$ cat src/rtl/ddrphy_rd_align.sv
// ddrphy_rd_align: per-lane read-data deskew FIFOs that release a beat only
// when every byte lane has one, plus a read-latency training FSM that
// measures per-lane arrival time after a DFI read enable.

// Per-lane deskew FIFO. The head is always visible; the parent decides when
// all lanes pop together.
module ddrphy_rd_align_lane #(
    parameter int DW    = 16,
    parameter int DEPTH = 4
) (
    input  logic          clk,
    input  logic          rst_n,
    input  logic          clr,
    input  logic          push,
    input  logic          pop,
    input  logic [DW-1:0] din,
    output logic [DW-1:0] head,
    output logic          not_empty,
    output logic          ovf
);
    localparam int AW = $clog2(DEPTH);
    localparam logic [AW:0] FULL_CNT = (AW+1)'(DEPTH);

    logic [DW-1:0] mem [DEPTH];
    logic [AW-1:0] wr_ptr;
    logic [AW-1:0] rd_ptr;
    logic [AW:0]   occ;
    logic          full;
    logic          do_push;

    assign full      = (occ == FULL_CNT);
    assign not_empty = (occ != '0);
    assign head      = mem[rd_ptr];
    // A full FIFO still accepts a push when the same cycle pops its head.
    assign do_push   = push & (~full | pop);

    // Storage write; contents need no reset because occupancy gates reads.
    always_ff @(posedge clk) begin
        if (rst_n && !clr && do_push)
            mem[wr_ptr] <= din;
    end

    // Pointers, occupancy and sticky overflow; clear wins over push/pop.
    always_ff @(posedge clk) begin
        if (!rst_n) begin
            wr_ptr <= '0;
            rd_ptr <= '0;
            occ    <= '0;
            ovf    <= 1'b0;
        end else if (clr) begin
            wr_ptr <= '0;
            rd_ptr <= '0;
            occ    <= '0;
        end else begin
            if (do_push)
                wr_ptr <= wr_ptr + 1'b1;
            if (pop)
                rd_ptr <= rd_ptr + 1'b1;
            case ({do_push, pop})
                2'b10:   occ <= occ + 1'b1;
                2'b01:   occ <= occ - 1'b1;
                default: occ <= occ;
            endcase
            if (push && full && !pop)
                ovf <= 1'b1;
        end
    end
endmodule

// Top: lane array, all-lane pop/output register and training FSM.
module ddrphy_rd_align #(
    parameter int NUM_LANES  = 8,
    parameter int LANE_W     = 8,
    parameter int FIFO_DEPTH = 4,
    parameter int CNT_W      = 5
) (
    input  logic                            clk,
    input  logic                            rst_n,
    input  logic                            dfi_rddata_en,
    input  logic [NUM_LANES-1:0]            cap_valid,
    input  logic [NUM_LANES*2*LANE_W-1:0]   cap_data,
    input  logic                            flush,
    input  logic                            train_start,
    input  logic [CNT_W-1:0]                cfg_timeout,
    output logic                            dfi_rddata_valid,
    output logic [NUM_LANES*2*LANE_W-1:0]   dfi_rddata,
    output logic                            train_busy,
    output logic                            train_done,
    output logic                            train_err,
    output logic [NUM_LANES*CNT_W-1:0]      lane_lat,
    output logic [NUM_LANES-1:0]            ovf_err
);
    localparam int DW = 2 * LANE_W;

    typedef enum logic [2:0] {
        S_IDLE,
        S_WAIT_EN,
        S_MEASURE,
        S_DONE,
        S_ERR
    } state_t;

    state_t                          state;
    logic [CNT_W-1:0]                cnt;
    logic [NUM_LANES-1:0]            seen;
    logic [NUM_LANES-1:0]            seen_nxt;
    logic [NUM_LANES-1:0][CNT_W-1:0] lat_q;

    logic [NUM_LANES-1:0][DW-1:0]    cap_lane;
    logic [NUM_LANES-1:0][DW-1:0]    head;
    logic [NUM_LANES-1:0][DW-1:0]    rd_q;
    logic [NUM_LANES-1:0]            not_empty;
    logic [NUM_LANES-1:0]            push_en;
    logic                            enter_wait;
    logic                            fifo_clr;
    logic                            pop;

    assign cap_lane   = cap_data;
    assign dfi_rddata = rd_q;
    assign lane_lat   = lat_q;

    // Starting training drains stale data so measurement sees a clean slate.
    assign enter_wait = train_start & ((state == S_IDLE) | (state == S_ERR));
    assign fifo_clr   = flush | enter_wait;
    assign push_en    = cap_valid & {NUM_LANES{~train_busy & ~fifo_clr}};
    assign pop        = (&not_empty) & ~fifo_clr;
    assign seen_nxt   = seen | cap_valid;

    for (genvar g = 0; g < NUM_LANES; g++) begin : g_lane
        ddrphy_rd_align_lane #(
            .DW    (DW),
            .DEPTH (FIFO_DEPTH)
        ) u_lane (
            .clk       (clk),
            .rst_n     (rst_n),
            .clr       (fifo_clr),
            .push      (push_en[g]),
            .pop       (pop),
            .din       (cap_lane[g]),
            .head      (head[g]),
            .not_empty (not_empty[g]),
            .ovf       (ovf_err[g])
        );
    end

    // Aligned output register: valid one cycle after a pop, data held otherwise.
    always_ff @(posedge clk) begin
        if (!rst_n) begin
            dfi_rddata_valid <= 1'b0;
            rd_q             <= '0;
        end else begin
            dfi_rddata_valid <= pop;
            if (pop)
                rd_q <= head;
        end
    end

    // Training FSM with registered status outputs and per-lane latency capture.
    always_ff @(posedge clk) begin
        if (!rst_n) begin
            state      <= S_IDLE;
            cnt        <= '0;
            seen       <= '0;
            lat_q      <= '0;
            train_busy <= 1'b0;
            train_done <= 1'b0;
            train_err  <= 1'b0;
        end else begin
            train_done <= 1'b0;
            case (state)
                S_IDLE: begin
                    if (train_start) begin
                        state      <= S_WAIT_EN;
                        train_busy <= 1'b1;
                    end
                end
                S_WAIT_EN: begin
                    if (dfi_rddata_en) begin
                        state <= S_MEASURE;
                        cnt   <= CNT_W'(1);
                        seen  <= '0;
                    end
                end
                S_MEASURE: begin
                    for (int i = 0; i < NUM_LANES; i++)
                        if (cap_valid[i] && !seen[i])
                            lat_q[i] <= cnt;
                    seen <= seen_nxt;
                    if (cnt != '1)
                        cnt <= cnt + 1'b1;
                    // Completion beats timeout; >= makes a zero timeout fire at once.
                    if (&seen_nxt) begin
                        state      <= S_DONE;
                        train_busy <= 1'b0;
                        train_done <= 1'b1;
                    end else if (cnt >= cfg_timeout) begin
                        state      <= S_ERR;
                        train_busy <= 1'b0;
                        train_err  <= 1'b1;
                        for (int i = 0; i < NUM_LANES; i++)
                            if (!seen_nxt[i])
                                lat_q[i] <= '1;
                    end
                end
                S_DONE: begin
                    state <= S_IDLE;
                end
                S_ERR: begin
                    if (train_start) begin
                        state      <= S_WAIT_EN;
                        train_busy <= 1'b1;
                        train_err  <= 1'b0;
                    end
                end
                default: begin
                    state      <= S_IDLE;
                    train_busy <= 1'b0;
                end
            endcase
        end
    end
endmodule

$ cat config.mk
export PLATFORM = sky130hd
export DESIGN_NAME = ddrphy_rd_align
export DESIGN_NICKNAME = d
export VERILOG_FILES = /design/src/rtl/ddrphy_rd_align.sv
export SDC_FILE = /design/constraint.sdc
export NUM_CORES = 1
export LEC_CHECK = 0
export BUFFER_PORTS_ARGS = -buffer_cell sky130_fd_sc_hd__buf_4
export CORE_ASPECT_RATIO = 1.2
export CORE_MARGIN = 5
export CORE_UTILIZATION = 45
export DETAILED_ROUTE_END_ITERATION = 12
export GPL_TIMING_DRIVEN = 0
export PLACE_DENSITY_LB_ADDON = 0.12
export SLEW_MARGIN = 20
export SYNTH_ARGS = -nofsm -noshare
export SYNTH_HDL_FRONTEND = slang
export SYNTH_SLANG_ARGS = --single-unit
$ cat constraint.sdc
create_clock -name clk -period 2.7 [get_ports clk]
set_input_delay 0.135 -clock clk [delete_from_list [all_inputs] [get_ports clk]]
set_output_delay 0.135 -clock clk [all_outputs]
set_load 0.05 [all_outputs]
After elaboration in Yosys (flattened, before gate mapping)
Memories as Yosys holds them, arrays and structs flattened. A register that Yosys moved wholly into a read port is not among the register bits.
Index checks and enable logic that the tools add are counted.
- $add $sub $neg: 33
- $mul: 0
- divide/modulo/power cells: 0
- order comparisons: 1
- equal/unequal tests: 36
- shift operators: 0
- mux-type cells: 61
- bitwise gates (word level): 35
- reductions and logical operators: 89
- operators with widths (operator ; number):
    5-bit two-way mux ; 18
    40-bit two-way mux ; 2
    3-bit one-hot mux with 2 select lines ; 8
    1-bit logical AND ; 33
    2-bit by 1-bit adder with 2-bit output (second input constant) ; 16
    3-bit equality test (second input constant) ; 9
    3-bit by 1-bit adder with 3-bit output (second input constant) ; 8
    3-bit nonzero test ; 8
    3-bit by 1-bit subtractor with 3-bit output (second input constant) ; 8
    1-bit two-way mux ; 23
    2-bit AND reduction ; 10
    2-bit nonzero test ; 10
    1-bit logical NOT ; 18
    2-bit by 1-bit equality test with 1-bit output (second input constant) ; 8
    2-bit equality test (second input constant) ; 8
    8-bit one-hot mux with 2 select lines ; 1
    8-bit AND reduction ; 2
    3-bit two-way mux ; 4
    1-bit NOT ; 12
    1-bit bitwise AND ; 11
    2-bit != test (second input constant) ; 5
    1-bit bitwise OR ; 10
    5-bit one-hot mux with 2 select lines ; 1
    3-bit one-hot mux with 3 select lines ; 1
    16 further kinds ; 21
- register bits: 124
- latch bits: 0
- RAM bits: 512
- ROM bits: 0
- bits of input ports: 146
- output and inout bits: 180
- logic and storage cells: 310
- memories kept: 8
- memories (memory ; words ; width ; rd ports ; clocked after memory_dff ; write ports ; RTL line ; source):
    g_lane[0].u_lane.mem ; 4 ; 16 ; 1 ; 1 ; 1 ; 24 ; logic [DW-1:0] mem [DEPTH];
    g_lane[1].u_lane.mem ; 4 ; 16 ; 1 ; 1 ; 1 ; 24 ;
    g_lane[2].u_lane.mem ; 4 ; 16 ; 1 ; 1 ; 1 ; 24 ;
    g_lane[3].u_lane.mem ; 4 ; 16 ; 1 ; 1 ; 1 ; 24 ;
    g_lane[4].u_lane.mem ; 4 ; 16 ; 1 ; 1 ; 1 ; 24 ;
    g_lane[5].u_lane.mem ; 4 ; 16 ; 1 ; 1 ; 1 ; 24 ;
    +2 memories ; n/a ; n/a ; n/a ; n/a ; n/a ; n/a ;

Longest topological paths before layout
Gate-level depths: netlist of run 1.
- depth in word-level cells: 11
- gate-level depth with buffers: 11
- depth with buffers taken out: 10

Hierarchy
From an unflattened synthesis of run 1, not the netlist that was laid out.
- cell total of the unflattened synthesis: 1984
- area total of the unflattened synthesis: 30008.8 µm²
- modules (own cells, without submodules) (module ; instances ; cells each ; area each (µm²) ; seq. area each (µm²)):
    ddrphy_rd_align_lane at g_lane[0].u_lane ... ; 6 ; 143 ; 2855.2 ; 2122.0
    ddrphy_rd_align ; 1 ; 840 ; 7174.4 ; 3763.6
    ddrphy_rd_align_lane at g_lane[1].u_lane ... ; 2 ; 143 ; 2851.5 ; 2122.0

Least setup slack after synthesis of run 1
OpenSTA, ideal clock, no wires.
- path kind: register to register
- start point: reg g_lane[4].u_lane.occ[0]
- end point: reg g_lane[5].u_lane.occ[2]
- library setup time: 70 ps
- data arrival time: 2526 ps
- required time: 2630 ps
- slack: 103 ps
- stages on the path, launching flop included: 12
- path buffers: 1
- period minus slack after synthesis: 2597 ps
- path through: dfxtp_1 > nor3_2 > nor4_4 > nand3_1 > inv_2 > buf_2 > ha_1 > inv_1 > fa_1 > xor2_1 > or3_1 > a21oi_1
- word-level cells in the longest chain between the ends: 7
- elaborated cells on any way between the ends: 9
- classes of those cells: 2 x eq/ne; 1 x mux; 3 x bitwise; 3 x reduce/logical
- RTL lines (element ; RTL line ; source):
    start: declaration ; 27 ; logic [AW:0] occ;
    start signal: assignment ; 60 ; 2'b10: occ <= occ + 1'b1;
    start signal: assignment ; 61 ; 2'b01: occ <= occ - 1'b1;
    3-bit nonzero test (*) ; 32 ; assign not_empty = (occ != '0);
    8-bit AND reduction (*) ; 126 ; assign pop = (&not_empty) & ~fifo_clr;
    1-bit bitwise AND (*) ; 126 ;
    named net g_lane[0].u_lane.pop ; 15 ; input logic pop,
    1-bit bitwise OR ; 35 ; assign do_push = push & (~full | pop);
    1-bit bitwise AND ; 35 ;
    2-bit by 1-bit equality test with 1-bit output / 2-bit equality test (equally long branches) ; 59 ; case ({do_push, pop})
    3-bit one-hot mux with 2 select lines / 2-bit nonzero test (equally long branches) ; n/a ;
    end signal: assignment ; 60 ;
    end signal: assignment ; 61 ;
    end: declaration ; 27 ;
Mark *: on every way through the listed nets, which the timed path passes. The rest lies on a longest branch.
A chain may end at the register's enable or synchronous reset.

Worst setup path after layout of run 1
- start point: reg g_lane[1].u_lane.occ[0]
- end point: reg g_lane[5].u_lane.occ[2]
- word-level cells in the longest chain between the ends: 7
- elaborated cells on any way between the ends: 9
- classes of those cells: 2 x eq/ne; 1 x mux; 3 x bitwise; 3 x reduce/logical
- RTL lines (element ; RTL line):
    start: declaration ; 27
    start signal: assignment ; 60
    start signal: assignment ; 61
    3-bit nonzero test (*) ; 32
    8-bit AND reduction (*) ; 126
    1-bit bitwise AND (*) ; 126
    1-bit bitwise OR ; 35
    1-bit bitwise AND ; 35
    2-bit by 1-bit equality test with 1-bit output / 2-bit equality test (equally long branches) ; 59
    3-bit one-hot mux with 2 select lines / 2-bit nonzero test (equally long branches) ; n/a
Mark *: on every way between the ends. The rest lies on a longest branch, timed or not.

==> run_results.csv, run 1 <==
group,metric,value,unit
timing,finalCriticalPeriod,2.793,ns
grt,grt-ovfl-total,0,
placement,hpwl,52570,um
detailed_routing,wire_per_inst,22.37,um
floorplanning,die_w,244.0,um
yosys,synth_cell_types,52,
floorplanning,coreArea,0.06547,sq mm
yosys,synthTopCellsByArea,"edfxtp_1 52%, dfxtp_1 17%, mux4_2 9.7%, nand2_1 3.9%, a21oi_1 3.5%",
cts,clock-sinks,764,
critical_path,critPathArrivalTime,3.33,ns
grt,first_global_vias,18790,
cells_and_area,fin_nets,2729,
cells_and_area,drive_above_1_share,0.2851,
pwr,p_per_area,649.3,mW/mm^2
yosys,synth_seq_cells,764,
grt,grt_start_max_net_pins,20,
critical_path,cp_slowest_cell,"fa_1",
yosys,synth_top_area_frac,0.5198,
cts,path_clk_slew,0.06,ns
floorplanning,rows,103,
timing,max_freq,358.0,MHz
yosys,synth-seq-area-share,0.6904,
cells_and_area,synthToLayoutAreaGrowth,26.62,%
critical_path,crit_top_cell,"buf_4",
yosys,ys.flop_type,"edfxtp_1",
detailed_routing,ant_nets,0,
detailed_routing,drt_iter0_drc,1041,
pwr,vdd_ir_drop_max,0.0004785,V
placement,gp_congestion,0.8032,
timing,rsz0062_at_grt,"yes",
yosys,yosys_warnings,0,
floorplanning,initial_core_util,0.4518,
grt,grt_pass1_wl,115500,um
timing,worst_slew_pin_slew,0.9211,ns
run_status,violations,"negative setup slack",
run_status,status,"finished with violations",
placement,place_ws,-1.130,ns
floorplanning,die_y,290.9,um
pwr,finalPower,24320,uW
yosys,syn_nets,2169,
cells_and_area,fin_util,0.5721,
timing,min_period_over_period,1.035,
timing,hold_viol,0,
yosys,synth_most_common_cell,"edfxtp_1",
timing,relSlewSlack,0.3859,
floorplanning,io_pins,326,
worst_hold_path,min_path_type,"in -> reg",
critical_path,crit_required,3.23,ns
detailed_routing,wirelength,77010,um
timing,timing_max_transition_violations_final,0,
yosys,synth_area_per_cell,14.98,sq um
grt,antenna_found_initial,4,
detailed_routing,dr.pass1.iters,5,
yosys,synth_edf_count,512,
cts,cts_buffers,78,
timing,skew,0.01900,ns
critical_path,cp_max_fo,10,
timing,setup_ws,-0.09322,ns
cts,tritoncts,"yes",
cts,cts_max_path_buffers,3,
floorplanning,dieArea,0.07098,sq mm
critical_path,crit_chain,"nor3_4 -> nor4_4 -> buf_4 -> buf_4 -> a21o_1 -> nand3_1 -> ha_2 -> inv_1 -> fa_1 -> xor2_1 -> or3_1 -> a21oi_1",
grt,grtUsageTotal,0.2130,
critical_path,critPathCaptureType,"flip-flop",
critical_path,cpPeakStageDelay,0.44,ns
placement,numPortBuffers,324,
yosys,synth_area_leader_cell,"edfxtp_1",
job,maxCapViolCount,0,
yosys,synthArstFlopShare,0,
detailed_routing,vias_per_cell,5.283,
critical_path,critPathKind,"reg -> reg",
detailed_routing,via_count,18190,
yosys,synthTopCellsByCount,"512 x edfxtp_1, 309 x nand2_1, 252 x dfxtp_1",
critical_path,startpoint_type,"flip-flop",
timing,setup_violations,1,
cts,h-tree-depth,3,
yosys,synth_area,0.02958,sq mm
yosys,synthCells,1975,
cts,clk_latency,0.62,ns
pwr,power.leakage,0.01297,uW
cts,root_buffer,"clkbuf_16",
detailed_routing,drc_errors,0,
final cells by class:
cell class / count / area (sq um)
Buffer: 111 / 829.5
Clock inverter: 18 / 207.7
Fill cell: 5286 / 28010
Inverter: 43 / 187.7
Clock buffer: 126 / 2387
Sequential cell: 764 / 20430
Timing Repair Buffer: 481 / 3959
Multi-Input combinational cell: 1056 / 8388
Tap cell: 840 / 1051
Antenna cell: 4 / 10.01
cell families (layout without fill, tap and decap cells):
logic type | after synthesis | after routing | share of synthesized area
AOI/OAI and AO/OA | 266 | 266 | 0.04865
buffers and inverters | 155 | 779 | 0.03338
xor gates and xnor gates | 20 | 20 | 0.005922
DFF | 764 | 764 | 0.6904
adders and majority gates | 48 | 48 | 0.02233
muxes | 189 | 189 | 0.1181
and+or+nand+nor | 533 | 533 | 0.08126
other | 0 | 4 | 0
placed cells by master (no fill, tap or decap), types with 11 or more instances in the layout:
cell           instances
edfxtp_1             512
buf_4                359
nand2_1              309
dfxtp_1              241
a21oi_1              208
dlygate4sd3_1        141
mux4_2               128
clkbuf_16             82
nor2_1                64
mux2i_1               61
clkbuf_1              54
nand3_1               43
inv_1                 42
ha_1                  39
clkbuf_8              34
and2_4                32
buf_2                 27
buf_6                 17
a21o_1                16
nand2b_1              13
o21ai_0               13
xor2_1                12
nor2_2                11
nand4_1               11
dfxtp_2               11
stage by stage:
step                      setup TNS (ns)  hold slack, ns  instances  cell area [sq um]
after floorplan                        0          0.2339       1975              29580
after global placement           -390.90          0.3334       3139              33060
after detailed placement         -319.37          0.3373       3143              33110
after CTS                        -0.1308          0.1763       3432              37320
after global routing             -0.2098          0.2552       3441              37450
final                           -0.09322          0.2091       3443              37450
registers in the layout, indices dropped and copies added, names as in the netlist, 3 cells and up:
| name | cells |
|---|---|
| cnt | 5 |
| g_lane.u_lane.occ | 24 |
| seen | 8 |
| g_lane.u_lane.mem | 512 |
| state | 3 |
| dfi_rddata | 128 |
| g_lane.u_lane.rd_ptr | 16 |
| g_lane.u_lane.wr_ptr | 16 |
| g_lane.u_lane.ovf | 8 |
| lane_lat | 40 |
where the power goes:
part           switching (uW)  internal [uW]  leakage (uW)  total [uW]
logic                     517            426       0.00507         943
clock network            4390           6440       0.00126       10800
registers                36.7          12500       0.00664       12600
path summary, 6_finish.rpt:
path	start	end	slack, ns	cells after the start
worst min register to register	dfi_rddata[37]$_SDFFE_PN0P_	dfi_rddata[37]$_SDFFE_PN0P_	0.45	2
worst max-delay path	g_lane[1].u_lane.occ[0]$_SDFFE_PP0P_	g_lane[5].u_lane.occ[2]$_SDFFE_PP0P_	-0.09	12
worst max register to register	g_lane[1].u_lane.occ[0]$_SDFFE_PP0P_	g_lane[5].u_lane.occ[2]$_SDFFE_PP0P_	-0.09	12
worst min-delay path	cfg_timeout[4]	train_busy$_SDFFE_PN0P_	0.21	6
metal layers:
metal | vias to the layer above | routed length (um) | GRT usage
met4 | 2 | 2538 | 0.07378
met2 | 458 | 39480 | 0.3700
met1 | 9171 | 31170 | 0.2690
li1 | 8432 | - | -
met3 | 128 | 3798 | 0.04077
met5 | - | 13 | 0
critical path: cells and delay by family (launching register included):
family                     cells  cell delay [ns]
DFF                            1             0.37
adders and majority gates      2             0.63
and+or+nand+nor                4             0.78
xor gates and xnor gates       1             0.17
buffers and inverters          3             0.45
AOI/OAI and AO/OA              2             0.33
repair_timing:
item,CTS,global route
endpoints found under the setup margin,624,112
endpoints found under the hold margin,559,0
cloned,0,0
buffers inserted,5,7
pin swaps,5,9
resized for setup,72,34
hold buffers,141,0
(Power assumes the default switching activity.)
==> inputs of run 2 (changes only) <==
Settings changed: CAP_MARGIN set to 20, CTS_BUF_LIST set to sky130_fd_sc_hd__clkbuf_4 sky130_fd_sc_hd__clkbuf_8.
==> run_results.csv, run 2 (synthesized netlist as in run 1, its figures left out) <==
group,metric,value,unit
grt,grtUsageTotal,0.2140,
run_status,status,"finished with violations",
critical_path,critPathCaptureType,"flip-flop",
detailed_routing,vias_per_cell,5.216,
timing,finalCriticalPeriod,2.785,ns
cells_and_area,top_register,"g_lane.u_lane.mem",
floorplanning,rows,103,
critical_path,crit_chain,"nor3_4 -> nor4_4 -> nand3_1 -> bufinv_16 -> ha_2 -> inv_1 -> fa_1 -> xor2_1 -> or3_1 -> a21oi_1",
timing,holdWs,0.1097,ns
critical_path,crit_required,3.36,ns
cells_and_area,fin_nets,2771,
cells_and_area,synthToLayoutAreaGrowth,26.34,%
timing,min_period_over_period,1.032,
placement,numPortBuffers,324,
detailed_routing,drc_errors,0,
run_status,violations,"negative setup slack",
floorplanning,io_pins,326,
critical_path,worst-path-buf-inv,2,
timing,relSlewSlack,0.3749,
pwr,combinationalPowerShare,0.040,
grt,first_global_vias,19100,
pwr,finalPower,23620,uW
cells_and_area,layout_commonest_cell,"edfxtp_1",
cts,path_clk_slew,0.07,ns
floorplanning,initial_core_util,0.4518,
timing,timing_max_transition_violations_final,0,
pwr,power.switching,5040,uW
grt,grt_start_max_net_pins,20,
timing,worst_slew_pin_slew,0.9377,ns
pwr,p_sw_frac,0.2134,
timing,skew,0.03392,ns
cells_and_area,drive_above_1_share,0.3087,
floorplanning,dieArea,0.07098,sq mm
timing,setup_ws,-0.08535,ns
worst_hold_path,min_path_type,"in -> reg",
cts,tritoncts,"yes",
critical_path,critPathKind,"reg -> reg",
cells_and_area,fin_cells,3527,
critical_path,cp_slowest_cell,"dfxtp_1",
cts,clk_latency,0.73,ns
timing,rsz0062_at_grt,"yes",
cts,h-tree-depth,3,
critical_path,crit_family,"simple AND/OR/NAND/NOR gates",
cells_and_area,fill_cells,5334,
floorplanning,die_y,290.9,um
grt,grt_pass1_wl,115800,um
floorplanning,die_w,244.0,um
cts,clock-sinks,764,
critical_path,cpPeakStageDelay,0.43,ns
detailed_routing,wirelength,77320,um
detailed_routing,drt_iter0_drc,965,
critical_path,startpoint_type,"flip-flop",
timing,max_freq,359.0,MHz
pwr,p_int,18580,uW
critical_path,critPathArrivalTime,3.44,ns
grt,antenna_found_initial,6,
timing,setup_violations,1,
cts,root_buffer,"clkbuf_8",
grt,grt-ovfl-total,0,
job,maxCapViolCount,0,
cts,cts_buffers,119,
pwr,power.leakage,0.01304,uW
placement,place_inst,3143,
placement,hpwl,52570,um
pwr,pwr-share-clk,0.428,
critical_path,cp_max_fo,19,
placement,place_ws,-1.130,ns
detailed_routing,dr.pass1.iters,5,
cells_and_area,largest_reg_flops,512,
detailed_routing,wire_per_inst,21.92,um
pwr,vdd_ir_drop_max,0.0004401,V
detailed_routing,ant_nets,0,
pwr,p_per_area,632.1,mW/mm^2
detailed_routing,via_count,18400,
cells_and_area,final_cell_mix,"512 x edfxtp_1, 361 x buf_4, 309 x nand2_1",
cts,cts_max_path_buffers,3,
timing,hold_viol,0,
placement,gp_congestion,0.8032,
floorplanning,coreArea,0.06547,sq mm
pwr,seq_power_share,0.531,
run 2: cell types whose count changed in the layout (fill, tap and decap cells not counted), sizes merged:
cell,previous run,this run
clkinv,10,37
clkinvlp,2,4
diode,4,5
buf,403,404
inv,44,45
bufinv,5,7
clkbuf,174,224
run 2: final cells by class:
| class | instances | area [sq um] | area share |
|---|---|---|---|
| Sequential cell | 764 | 20430 | 0.5468 |
| Multi-Input combinational cell | 1056 | 8369 | 0.2240 |
| Timing Repair Buffer | 483 | 3974 | 0.1063 |
| Clock buffer | 176 | 2128 | 0.05695 |
| Tap cell | 840 | 1051 | 0.02812 |
| Buffer | 110 | 818.3 | 0.02190 |
| Clock inverter | 50 | 396.6 | 0.01061 |
| Inverter | 43 | 187.7 | 0.005022 |
| Antenna cell | 5 | 12.51 | 0.0003348 |
run 2: worst paths after layout:
check | startpoint | to | slack, ns | cells past startpoint
worst max-delay path | g_lane[2].u_lane.occ[2]$_SDFFE_PP0P_ | g_lane[5].u_lane.occ[2]$_SDFFE_PP0P_ | -0.09 | 10
worst min-delay path | cfg_timeout[4] | train_busy$_SDFFE_PN0P_ | 0.11 | 6
worst min register to register | dfi_rddata[118]$_SDFFE_PN0P_ | dfi_rddata[118]$_SDFFE_PN0P_ | 0.46 | 2
worst max register to register | g_lane[2].u_lane.occ[2]$_SDFFE_PP0P_ | g_lane[5].u_lane.occ[2]$_SDFFE_PP0P_ | -0.09 | 10
run 2: per-stage QoR:
stage	TNS [ns]	util	cell area, sq um
2_1_floorplan	0	-	29580
3_3_place_gp	-390.90	0.5050	33060
3_5_place_dp	-319.37	0.5057	33110
4_1_cts	-0.1267	0.5690	37250
5_1_grt	-0.4600	0.5708	37370
6_report	-0.08535	0.5708	37370
run 2: what timing repair did:
| action | 4_1_cts | 5_1_grt |
|---|---|---|
| hold buffers | 141 | 0 |
| resized for setup | 72 | 20 |
| pin swaps | 5 | 11 |
| setup endpoints to repair | 623 | 150 |
| endpoints found under the hold margin | 613 | 0 |
| buffers inserted | 5 | 9 |
run 2: per-layer routing:
layer	up-vias	global-route usage	routed length (um)
li1	8527	-	-
met1	9229	0.2663	31010
met2	512	0.3681	39100
met3	128	0.04435	4390
met4	2	0.08465	2811
met5	-	0.002736	13
run 2: worst min-delay path: stages:
cell,delay [ns]
buf_4,0.11
inv_1,0.05
ha_1,0.14
a211o_1,0.13
nand3b_1,0.15
a21oi_1,0.07
run 2: power by group through the flow:
stage | clock (uW) | sequential (uW) | combinational, uW
global placement | 0 | 12800 | 706
floorplan | 0 | 12800 | 292
global route | 10900 | 12500 | 1020
finish | 10100 | 12600 | 949
CTS | 10400 | 12600 | 939
detailed placement | 0 | 12800 | 734
